<file path="src/rtl/writeback_if.sv">
// -----------------------------------------------------------------------------
// writeback_if
// Handshake bundle between the memory stage and the writeback stage.
//
// Signals:
//   valid_mem         memory stage presents an instruction
//   ready_mem         writeback can accept (low while a load is outstanding)
//   instr_mem         instruction word (rd=[11:7], funct3=[14:12])
//   pc_mem            instruction PC
//   alu_mem           ALU result / load byte address
//   wb_sel_mem        writeback source: 00 ALU, 01 load, 10 PC+4, 11 ALU
//   reg_write_en_mem  instruction writes rd
//
// Modports:
//   master  memory-stage side (drives the instruction, observes ready)
//   slave   writeback side (consumes the instruction, drives ready)
// -----------------------------------------------------------------------------
interface writeback_if #(
    parameter int DATA_WIDTH = 32
);
    logic                  valid_mem;
    logic                  ready_mem;
    logic [DATA_WIDTH-1:0] instr_mem;
    logic [DATA_WIDTH-1:0] pc_mem;
    logic [DATA_WIDTH-1:0] alu_mem;
    logic [1:0]            wb_sel_mem;
    logic                  reg_write_en_mem;

    modport master (
        output valid_mem, instr_mem, pc_mem, alu_mem, wb_sel_mem, reg_write_en_mem,
        input  ready_mem
    );

    modport slave (
        input  valid_mem, instr_mem, pc_mem, alu_mem, wb_sel_mem, reg_write_en_mem,
        output ready_mem
    );
endinterface

</file>
<file path="src/rtl/writeback.sv">
// -----------------------------------------------------------------------------
// writeback
// Final pipeline stage: accepts retiring instructions from the memory stage,
// waits for load data when needed, formats it, and drives a registered
// one-cycle register-file write pulse plus a retired-instruction counter.
//
// Ports:
//   clk, rst          clock and synchronous active-high reset
//   mem               memory-stage handshake (writeback_if.slave)
//   dmem_rvalid       load response valid (only looked at in WAIT_LOAD)
//   dmem_rdata        aligned load word
//   reg_write_en      register-file write enable (one-cycle pulse)
//   instr_wb          retiring instruction (regfile takes rd from [11:7])
//   mem_wb            write data
//   rd_wb             destination index, for forwarding
//   retire            one-cycle pulse per retired instruction
//   instret           retired-instruction count (wraps)
// -----------------------------------------------------------------------------
module writeback #(
    parameter int DATA_WIDTH = 32,
    parameter int ADDR_WIDTH = 5,
    parameter int CNT_WIDTH  = 64
) (
    input  logic                  clk,
    input  logic                  rst,
    writeback_if.slave            mem,
    input  logic                  dmem_rvalid,
    input  logic [DATA_WIDTH-1:0] dmem_rdata,
    output logic                  reg_write_en,
    output logic [DATA_WIDTH-1:0] instr_wb,
    output logic [DATA_WIDTH-1:0] mem_wb,
    output logic [ADDR_WIDTH-1:0] rd_wb,
    output logic                  retire,
    output logic [CNT_WIDTH-1:0]  instret
);

    typedef enum logic {IDLE, WAIT_LOAD} state_t;

    localparam logic [1:0] SEL_LOAD = 2'b01;
    localparam logic [1:0] SEL_PC4  = 2'b10;

    state_t state, state_next;

    // Load context captured at accept time, consumed when the response arrives.
    logic [DATA_WIDTH-1:0] load_instr;
    logic [1:0]            load_off;
    logic                  load_we;

    logic                  accept;
    logic                  is_load;
    logic                  commit;
    logic [DATA_WIDTH-1:0] commit_instr;
    logic [DATA_WIDTH-1:0] commit_data;
    logic                  commit_we;

    // Byte/halfword extraction with sign or zero extension; unknown funct3
    // encodings fall back to a full-word load.
    function automatic logic [DATA_WIDTH-1:0] format_load(
        input logic [2:0]            funct3,
        input logic [1:0]            off,
        input logic [DATA_WIDTH-1:0] word
    );
        logic [7:0]  b;
        logic [15:0] h;
        b = 8'(word >> {off, 3'b000});
        h = 16'(word >> {off[1], 4'b0000});
        case (funct3)
            3'b000:  format_load = {{(DATA_WIDTH-8){b[7]}}, b};
            3'b100:  format_load = {{(DATA_WIDTH-8){1'b0}}, b};
            3'b001:  format_load = {{(DATA_WIDTH-16){h[15]}}, h};
            3'b101:  format_load = {{(DATA_WIDTH-16){1'b0}}, h};
            default: format_load = word;
        endcase
    endfunction

    // ---------------- state register ----------------
    always_ff @(posedge clk) begin
        if (rst) state <= IDLE;
        else     state <= state_next;
    end

    // ---------------- next-state logic ----------------
    // NOTE: every combinational output gets a default first so no path
    // leaves it unassigned, which would infer a latch.
    always_comb begin
        state_next = state;
        case (state)
            IDLE:      if (accept && is_load) state_next = WAIT_LOAD;
            WAIT_LOAD: if (dmem_rvalid)       state_next = IDLE;
            default:   state_next = IDLE;
        endcase
    end

    // ---------------- output logic ----------------
    assign is_load = (mem.wb_sel_mem == SEL_LOAD);

    always_comb begin
        mem.ready_mem = (state == IDLE);
        accept        = mem.valid_mem && (state == IDLE);
        commit        = 1'b0;
        commit_instr  = mem.instr_mem;
        commit_we     = mem.reg_write_en_mem;
        commit_data   = mem.alu_mem;
        case (state)
            IDLE: begin
                commit = accept && !is_load;
                if (mem.wb_sel_mem == SEL_PC4)
                    commit_data = mem.pc_mem + DATA_WIDTH'(4);
            end
            WAIT_LOAD: begin
                commit       = dmem_rvalid;
                commit_instr = load_instr;
                commit_we    = load_we;
                commit_data  = format_load(load_instr[14:12], load_off, dmem_rdata);
            end
            default: ;
        endcase
    end

    // NOTE: the load-context registers carry no reset; they are only read in
    // WAIT_LOAD, which is always entered through a capture.
    always_ff @(posedge clk) begin
        if (accept && is_load) begin
            load_instr <= mem.instr_mem;
            load_off   <= mem.alu_mem[1:0];
            load_we    <= mem.reg_write_en_mem;
        end
    end

    // NOTE: sequential state uses non-blocking assignments so every register
    // samples pre-edge values regardless of statement order.
    always_ff @(posedge clk) begin
        if (rst) begin
            reg_write_en <= 1'b0;
            retire       <= 1'b0;
            instr_wb     <= '0;
            mem_wb       <= '0;
            rd_wb        <= '0;
            instret      <= '0;
        end else begin
            // Writes to x0 still retire but never reach the register file.
            reg_write_en <= commit && commit_we && (commit_instr[11:7] != 5'd0);
            retire       <= commit;
            if (commit) begin
                instr_wb <= commit_instr;
                mem_wb   <= commit_data;
                rd_wb    <= commit_instr[7 +: ADDR_WIDTH];
                instret  <= instret + CNT_WIDTH'(1);
            end
        end
    end

endmodule

</file>
<file path="src/flat_wrapper.sv">
// flat-port wrapper written by rule: the top's interface ports become plain ports
module writeback_flat 
#(
    parameter int DATA_WIDTH = 32,
    parameter int ADDR_WIDTH = 5,
    parameter int CNT_WIDTH  = 64
)
  (clk, rst, dmem_rvalid, dmem_rdata, reg_write_en, instr_wb, mem_wb, rd_wb, retire, instret, mem_valid_mem, mem_instr_mem, mem_pc_mem, mem_alu_mem, mem_wb_sel_mem, mem_reg_write_en_mem, mem_ready_mem);
  writeback_if #(.DATA_WIDTH(DATA_WIDTH)) mem_i ();
  input  logic clk;
  input  logic rst;
  input  logic dmem_rvalid;
  input  logic [DATA_WIDTH-1:0] dmem_rdata;
  output logic reg_write_en;
  output logic [DATA_WIDTH-1:0] instr_wb;
  output logic [DATA_WIDTH-1:0] mem_wb;
  output logic [ADDR_WIDTH-1:0] rd_wb;
  output logic retire;
  output logic [CNT_WIDTH-1:0] instret;
  input wire logic [$bits(mem_i.valid_mem)-1:0] mem_valid_mem;
  input wire logic [$bits(mem_i.instr_mem)-1:0] mem_instr_mem;
  input wire logic [$bits(mem_i.pc_mem)-1:0] mem_pc_mem;
  input wire logic [$bits(mem_i.alu_mem)-1:0] mem_alu_mem;
  input wire logic [$bits(mem_i.wb_sel_mem)-1:0] mem_wb_sel_mem;
  input wire logic [$bits(mem_i.reg_write_en_mem)-1:0] mem_reg_write_en_mem;
  output wire logic [$bits(mem_i.ready_mem)-1:0] mem_ready_mem;
  assign mem_i.valid_mem = mem_valid_mem;
  assign mem_i.instr_mem = mem_instr_mem;
  assign mem_i.pc_mem = mem_pc_mem;
  assign mem_i.alu_mem = mem_alu_mem;
  assign mem_i.wb_sel_mem = mem_wb_sel_mem;
  assign mem_i.reg_write_en_mem = mem_reg_write_en_mem;
  assign mem_ready_mem = mem_i.ready_mem;
  writeback #(.DATA_WIDTH(DATA_WIDTH), .ADDR_WIDTH(ADDR_WIDTH), .CNT_WIDTH(CNT_WIDTH)) u_core (.clk(clk), .rst(rst), .mem(mem_i), .dmem_rvalid(dmem_rvalid), .dmem_rdata(dmem_rdata), .reg_write_en(reg_write_en), .instr_wb(instr_wb), .mem_wb(mem_wb), .rd_wb(rd_wb), .retire(retire), .instret(instret));
endmodule
</file>
<file path="config.mk">
export PLATFORM = sky130hd
export DESIGN_NAME = writeback_flat
export DESIGN_NICKNAME = d
export VERILOG_FILES = /design/src/rtl/writeback_if.sv /design/src/rtl/writeback.sv /design/src/flat_wrapper.sv
export SDC_FILE = /design/constraint.sdc
export NUM_CORES = 1
export LEC_CHECK = 0
export ABC_AREA = 1
export CORE_AREA = 5 5 171 173
export CTS_CLUSTER_DIAMETER = 150
export DETAILED_ROUTE_END_ITERATION = 6
export DIE_AREA = 0 0 176 178
export PLACE_DENSITY_LB_ADDON = 0.3
export SYNTH_ARGS = -nofsm -noshare
export SYNTH_HDL_FRONTEND = slang
export SYNTH_SLANG_ARGS = --single-unit
export TNS_END_PERCENT = 50
</file>
<file path="constraint.sdc">
create_clock -name clk -period 6.85 [get_ports clk]
set_input_delay 1.37 -clock clk [delete_from_list [all_inputs] [get_ports clk]]
set_output_delay 1.37 -clock clk [all_outputs]
set_load 0.01 [all_outputs]
</file>
# After elaboration in Yosys (flattened, before gate mapping)
# Cells that the tools add are included.
op_classes:
  addsub: 2
  reduce_logical: 8
  eq_ne: 5
  mux: 9
  shifts: 2
  n_bitwise: 1
ops:
  columns: ["operator", "count"]
  rows:
  - ["$pmux W32 S4", 1]
  - ["$add A64 B1 Y64 const B", 1]
  - ["$mux W32", 2]
  - ["$pmux W32 S2", 1]
  - ["$add A32 B3 Y32 const B", 1]
  - ["$shr A32 B5 Y16", 1]
  - ["$shr A32 B5 Y8", 1]
  - ["$eq A3 B3 Y1 const B", 2]
  - ["$logic_and A1 B1 Y1", 5]
  - ["$reduce_bool A5 Y1", 1]
  - ["$pmux W1 S2", 2]
  - ["$eq A3 B1 Y1 const B", 1]
  - ["$logic_not A3 Y1", 1]
  - ["$mux W1", 3]
  - ["$eq A2 B1 Y1 const B", 1]
  - ["$eq A2 B2 Y1 const B", 1]
  - ["$logic_not A1 Y1", 1]
  - ["$not A1 Y1", 1]
word_totals:
  register_bits: 171
  output_inout_bits: 136
  inputBits: 135
  elab_cells: 37

# Depth between registers and ports, before layout
# Gate-level depths: netlist (run 1).
depth:
  word_depth: 6
  mapped_depth: 12

# Least setup slack after synthesis (run 1)
# OpenSTA, ideal clock, no wires.
synth_timing:
  path_kind: "input-to-reg"
  from: "input port mem_wb_sel_mem[1]"
  to: "register u_core.load_instr[0] (enable)"
  arrival_ns: 3.934
  required_time_ns: 6.377
  cell_stages: 3
  path_slack_ns: 2.442
  setup_time_ns: 0.473
  n_path_buf: 0
  cell_sequence: "inv_1 -> nand2_1 -> nor3_1"
synth_between:
  elab_chain_cells: 2
synth_rtl:
  columns: ["item", "line", "source"]
  rows:
  - ["start, declared", "flat_wrapper.sv:24", "input wire logic [$bits(mem_i.wb_sel_mem)-1:0] mem_wb_sel_mem;"]
  - ["$eq A2 B1 Y1", "writeback.sv:95", "assign is_load = (mem.wb_sel_mem == SEL_LOAD);"]
  - ["$logic_and A1 B1 Y1", "writeback.sv:123", "if (accept && is_load) begin"]
  - ["end signal, assigned", "writeback.sv:124", "load_instr <= mem.instr_mem;"]
  - ["end, declared", "writeback.sv:45", "logic [DATA_WIDTH-1:0] load_instr;"]
# No other way between the ends.
# A chain may end at the register's enable or synchronous reset.

# Worst setup path in the final report (run 1)
layout_timing:
  from: "input port mem_wb_sel_mem[1]"
  to: "register u_core.mem_wb[19]"
layout_between:
  elab_chain_cells: 4
  word_cells_on_any_way: 7
  classes_between: "eq/ne: 2; mux: 3; reduce/logical: 2"
layout_rtl:
  columns: ["item", "line", "source"]
  rows:
  - ["$eq A2 B1 Y1", "writeback.sv:95", null]
  - ["$logic_not A1 Y1", "writeback.sv:106", "commit = accept && !is_load;"]
  - ["$logic_and A1 B1 Y1", "writeback.sv:106", null]
  - ["$pmux W1 S2", "writeback.sv:104", "case (state)"]
  - ["end signal, assigned", "writeback.sv:146", "mem_wb <= commit_data;"]
  - ["end, declared", "writeback.sv:31", "output logic [DATA_WIDTH-1:0] mem_wb,"]
# Several ways; a longest one is shown, not always the timed one.

==> results.cfg, run 1 <==
[global_routing]
grt_pass1_wl_um = 53700
grt_max_degree = 72
grt_usage = 0.217
overflow = 0
grt_antenna_before_repair = 1
grt_pass1_vias = 10071

[layout]
fillCellCount = 2757
area_growth_syn_to_layout_pct = 37.2
fin_util = 0.473
drive_gt1_frac = 0.0463
n_antenna_cell = 0
nets = 1832

[sta]
tightest_slew_ns = 0.675
fmax_mhz = 283
rsz0062_at_grt = no
drv_slew = 0
min_period_ns = 3.54
final.setup.tns_ns = 0
slew-limit-headroom = 0.550
finalClockSkew_ns = 0.0166
finalHoldViolCount = 0
setup_viol = 0
fin_crit_sh = 0.517

[drt]
drc_errors = 0
vias_per_cell = 5.09
ant_nets = 0
wl_per_cell_um = 16.9
vias = 10446
first_pass_iters = 5
first_iter_violations = 932
finalWirelength_um = 34600

[clock_network]
hold_buffers = 0
cts_tree = yes
cts_root_buf = clkbuf_16
clk_pin_slew_ns = 0.08
ctsResizeCount = 0
cts_setup_buffers = 0
clock_latency_ns = 0.44
clockBufferDepth = 2
htreeDepth = 4
cts_buffers = 17
cts_sinks = 166

[synth]
synthFlopType = dfxtp_1
yosysSeqAreaShare = 0.388
postSynthCellCount = 1458
synth_top_area_frac = 0.277
synth_top_area_cell = dfxtp_1
synth-edff-count = 35
ys_warn_count = 0
avgSynthCellArea_um2 = 6.50
ys_seq_elements = 166
synth_area_leaders = dfxtp_1, nand2_1, edfxtp_1
ys_types = 43
ys_async_sr_fraction = 0
syn_area_mm2 = 0.00948
syn_nets = 1595

[floorplan]
die_w_um = 176
die_h_um = 178
std_cell_rows = 61
io_pins = 271
start_util = 0.345
core_area_mm2 = 0.0275
die_area_mm2 = 0.0313

[critical_path]
worstReg2RegStart = u_core.state$_SDFF_PP0_
r2r_slack_ns = 3.52
max_stage_delay_ns = 0.62
cp_slowest_cell = buf_4
crit_top_cell = nand2_1
crit_buf_inv = 3
crit_required_ns = 7.17
endpoint_kind = flop
critPathArrivalTime_ns = 3.86
start_kind = input pin
critPathTopFamily = simple AND/OR/NAND/NOR gates
worstSetupPathType = in -> reg
r2r-end = u_core.mem_wb[19]$_SDFFE_PP0P_
path_cells = clkdlybuf4s50_1 -> inv_1 -> nand2_1 -> nand2_1 -> nand2_4 -> buf_4 -> nand2_2 -> nor2_1 -> a21oi_1
cp_max_fo = 71
r2r_cells = 7

[pwr]
p_leak_nw = 4.97
ir_drop_uv = 121
powerDensity_mw_per_mm2 = 187

[placed_design]
io_buffers = 270
gp_congestion = 0.903
place_hpwl_um = 26700

[hold_path]
holdPathStages = 2
hp-class = reg -> reg
holdPathEnd = u_core.instret[14]$_SDFFE_PP0P_
hold_path_startpoint = u_core.instret[14]$_SDFFE_PP0P_

[run]
cap_violations = 0

[outcome]
status = finished, final reports clean
sequential cells by signal, summed over array words and instances, names as in the netlist:
name                 flops
u_core.instr_wb         28
u_core.instret          64
u_core.load_instr       32
u_core.load_off          2
u_core.load_we           1
u_core.mem_wb           32
u_core.rd_wb             4
u_core.reg_write_en      1
u_core.retire            1
u_core.state             1
worst max path at each step:
stage,start,endpoint,slack (ns),cells after the start
3_5_place_dp,mem_wb_sel_mem[1],u_core.mem_wb[19]$_SDFFE_PP0P_,2.84,9
4_1_cts,mem_wb_sel_mem[1],u_core.mem_wb[17]$_SDFFE_PP0P_,3.31,9
2_1_floorplan,mem_wb_sel_mem[1],u_core.load_instr[0]$_DFFE_PP_,2.44,3
3_3_place_gp,mem_wb_sel_mem[1],u_core.mem_wb[17]$_SDFFE_PP0P_,2.90,9
5_1_grt,mem_wb_sel_mem[1],u_core.mem_wb[21]$_SDFFE_PP0P_,3.10,9
6_report,mem_wb_sel_mem[1],u_core.mem_wb[19]$_SDFFE_PP0P_,3.31,9
where the power goes:
| part | total [W] | internal (W) | switching [W] |
|---|---|---|---|
| Combinational | 0.000386 | 0.000187 | 0.000199 |
| Clock | 0.000970 | 0.000529 | 0.000441 |
| Sequential | 0.00107 | 0.00104 | 0.0000313 |
| Total | 0.00243 | 0.00176 | 0.000672 |
cells in the mapped netlist, drive strengths merged (4+ instances only):
library cell	instances
dfxtp	131
nor3	21
o211ai	7
buf	24
clkbuf	35
nand2	408
nor2	289
nand3	73
a21oi	73
nand4	17
xor2	15
inv	135
o21ai	120
nand3b	9
mux2i	4
edfxtp	35
a31oi	36
cell families (layout without fill, tap and decap cells):
kind of cell               count (synthesis)  in the layout  synth area share
xor gates and xnor gates                  18             18            0.0166
AOI/OAI and AO/OA                        247            247             0.141
DFF                                      166            166             0.388
buffers and inverters                    195            445            0.0820
muxes                                      4              4           0.00423
and+or+nand+nor                          826            826             0.366
adders and majority gates                  2              2           0.00264
metrics by stage:
step / hold WS (ns) / total power (W) / setup slack, ns / cells / cell area [um^2]
2_1_floorplan: 0.493 / 0.00125 / 2.44 / 1458 / 9480
3_3_place_gp: 0.478 / 0.00148 / 2.90 / 2022 / 12400
3_5_place_dp: 0.490 / 0.00148 / 2.84 / 2022 / 12400
4_1_cts: 0.509 / 0.00245 / 3.31 / 2054 / 13000
5_1_grt: 0.533 / 0.00253 / 3.10 / 2054 / 13000
6_report: 0.502 / 0.00243 / 3.31 / 2054 / 13000
layer usage:
metal | GRT usage | part of all wire
met1 | 0.270 | 0.42
met4 | 0.0848 | 0.034
met5 | 0 | 0.00038
met3 | 0.0485 | 0.077
met2 | 0.366 | 0.47
cells in the final DEF (no fill, tap or decap), types with 35 or more instances in the layout:
cell type        instances
nor2_1                 275
a21oi_1                 73
nand2_1                399
a31oi_1                 36
nand3_1                 71
inv_1                  126
dfxtp_1                130
clkdlybuf4s50_1        270
o21ai_0                119
edfxtp_1                35
final cells by class:
| class | instances | area, um^2 | share of cell area |
|---|---|---|---|
| clock buffers | 20 | 489 | 0.0376 |
| clock inverters | 12 | 103 | 0.00789 |
| repair buffers | 277 | 2760 | 0.212 |
| flip-flops and latches | 166 | 3670 | 0.283 |
| inverters | 136 | 510 | 0.0393 |
| multi-input cells | 1097 | 5040 | 0.387 |
| well taps | 346 | 433 | 0.0333 |
worst reg2reg max path, stage by stage, from the launching register on:
cell and delay (ns):
dfxtp_2 0.69, buf_4 0.59, nand2_2 0.15, nand2_4 0.51, buf_4 0.65, nand2_2 0.36, nor2_1 0.19, a21oi_1 0.08
No activity file was read; power rests on OpenSTA's default activity.
==> run 2, diff against run 1 <==
==> constraint.sdc (replaced) <==
create_clock -name clk -period 3.7 [get_ports clk]
set_input_delay 0.74 -clock clk [delete_from_list [all_inputs] [get_ports clk]]
set_output_delay 0.74 -clock clk [all_outputs]
set_load 0.01 [all_outputs]
==> run 2 against run 1 <==
Global-route usage rose by 0.47 points; sequential power up 85%; clock skew is 0.0015 ns higher; worst hold slack worse by 0.0088 ns; critical endpoint is now u_core.instr_wb[5]$_SDFFE_PP0P_; highest routed layer unchanged.
==> results.cfg, run 2 (synthesized netlist as in run 1, its figures left out) <==
[sta]
whs_ns = 0.493
finalHoldViolCount = 0
slew-limit-headroom = 0.535
finalClockSkew_ns = 0.0180
min_period_ns = 2.42
tightest_slew_ns = 0.692
drv_slew = 0
final.setup.tns_ns = 0
fmax_mhz = 414
setup_viol = 0
fin_crit_sh = 0.653
rsz0062_at_grt = no

[drt]
vias = 10414
drc_errors = 0
finalWirelength_um = 35400
wl_per_cell_um = 17.2
vias_per_cell = 5.06
first_iter_violations = 765
first_pass_iters = 6
ant_nets = 0

[floorplan]
std_cell_rows = 61
die_w_um = 176
core_area_mm2 = 0.0275
io_pins = 271
start_util = 0.345
die_h_um = 178
die_area_mm2 = 0.0313

[critical_path]
critPathArrivalTime_ns = 2.78
crit_start = mem_wb_sel_mem[1]
worstReg2RegStart = u_core.load_off[1]$_DFFE_PP_
r2r_cells = 10
start_kind = input pin
crit_end = u_core.instr_wb[5]$_SDFFE_PP0P_
endpoint_kind = flop
r2r_slack_ns = 1.57
worstSetupPathType = in -> reg
r2r-end = u_core.mem_wb[23]$_SDFFE_PP0P_
crit_required_ns = 4.06
cp_max_fo = 41

[clock_network]
hold_buffers = 0
ctsResizeCount = 0
cts_buffers = 17
clock_latency_ns = 0.43
clk_pin_slew_ns = 0.08
cts_sinks = 166
clockBufferDepth = 2
cts_tree = yes
cts_setup_buffers = 0
cts_root_buf = clkbuf_16
htreeDepth = 4

[layout]
largest_reg_flops = 64
final_cell_mix = nand2_1, nor2_1, clkdlybuf4s50_1
area_growth_syn_to_layout_pct = 38.1
regMostFlops = u_core.instret
nets = 1835
drive_gt1_frac = 0.0473
layout_commonest_cell = nand2_1
fillCellCount = 2766
largestRegisters = u_core.instret: 64 flops, u_core.load_instr: 32 flops, u_core.mem_wb: 32 flops
fin_util = 0.476

[outcome]
status = finished, final reports clean

[global_routing]
grt_pass1_wl_um = 54900
grt_pass1_vias = 9957
grt_antenna_before_repair = 2
overflow = 0
grt_max_degree = 96
grt_usage = 0.221

[placed_design]
place_hpwl_um = 27100
io_buffers = 270
gp_congestion = 0.935

[hold_path]
hp-class = reg -> reg

[run]
cap_violations = 0

[pwr]
p_leak_nw = 5.01
powerDensity_mw_per_mm2 = 354
ir_drop_uv = 302
power_w = 0.00464
==> run 2: worst min-delay path by stage <==
stage | cells past startpoint | end | slack (ns) | startpoint
after CTS | 2 | u_core.instret[14]$_SDFFE_PP0P_ | 0.50 | u_core.instret[14]$_SDFFE_PP0P_
after global placement | 1 | u_core.instret[16]$_SDFFE_PP0P_ | 0.48 | u_core.instret[16]$_SDFFE_PP0P_
after detailed placement | 2 | u_core.instret[14]$_SDFFE_PP0P_ | 0.49 | u_core.instret[14]$_SDFFE_PP0P_
after global routing | 2 | u_core.instret[24]$_SDFFE_PP0P_ | 0.54 | u_core.instret[24]$_SDFFE_PP0P_
final | 2 | u_core.instret[14]$_SDFFE_PP0P_ | 0.49 | u_core.instret[14]$_SDFFE_PP0P_
after floorplan | 2 | u_core.reg_write_en$_SDFF_PP0_ | 0.49 | u_core.load_we$_DFFE_PP_
==> run 2: through the flow <==
stage	cell area [um^2]	instances	setup WS, ns
2_1_floorplan	9480	1458	1.02
3_5_place_dp	12500	2025	0.842
6_report	13100	2059	1.28
3_3_place_gp	12500	2025	0.944
4_1_cts	13100	2057	1.29
5_1_grt	13100	2058	1.06
==> run 2: layer usage <==
metal / GRT usage / vias up / share of wire
met5: 0 / - / 0.00031
met4: 0.0708 / 2 / 0.028
met3: 0.0464 / 52 / 0.069
met2: 0.382 / 412 / 0.49
met1: 0.277 / 4747 / 0.42
li1: - / 5201 / -
==> run 2: area by class of cell <==
class                           instances  area (um^2)  share of cell area
Antenna cell                            2         5.00            0.000382
Clock inverter                         12          150              0.0115
Tap cell                              346          433              0.0331
Timing Repair Buffer                  280         2790               0.213
Clock buffer                           20          479              0.0366
Inverter                              136          510              0.0390
Multi-Input combinational cell       1097         5040               0.385
Sequential cell                       166         3670               0.281
==> run 2: where the power goes <==
group | total (W) | switching, W | internal, W
logic | 0.000727 | 0.000376 | 0.000351
clock network | 0.00193 | 0.000827 | 0.00110
registers | 0.00198 | 0.0000537 | 0.00193
total | 0.00464 | 0.00126 | 0.00338
==> run 2: critical path: stages <==
cell and delay (ns):
clkdlybuf4s50_1 0.45, inv_1 0.07, nand2_1 0.13, nand2_1 0.11, nand2_4 0.17, buf_4 0.39
buf_4 0.38, o21ai_0 0.13, a31oi_1 0.17
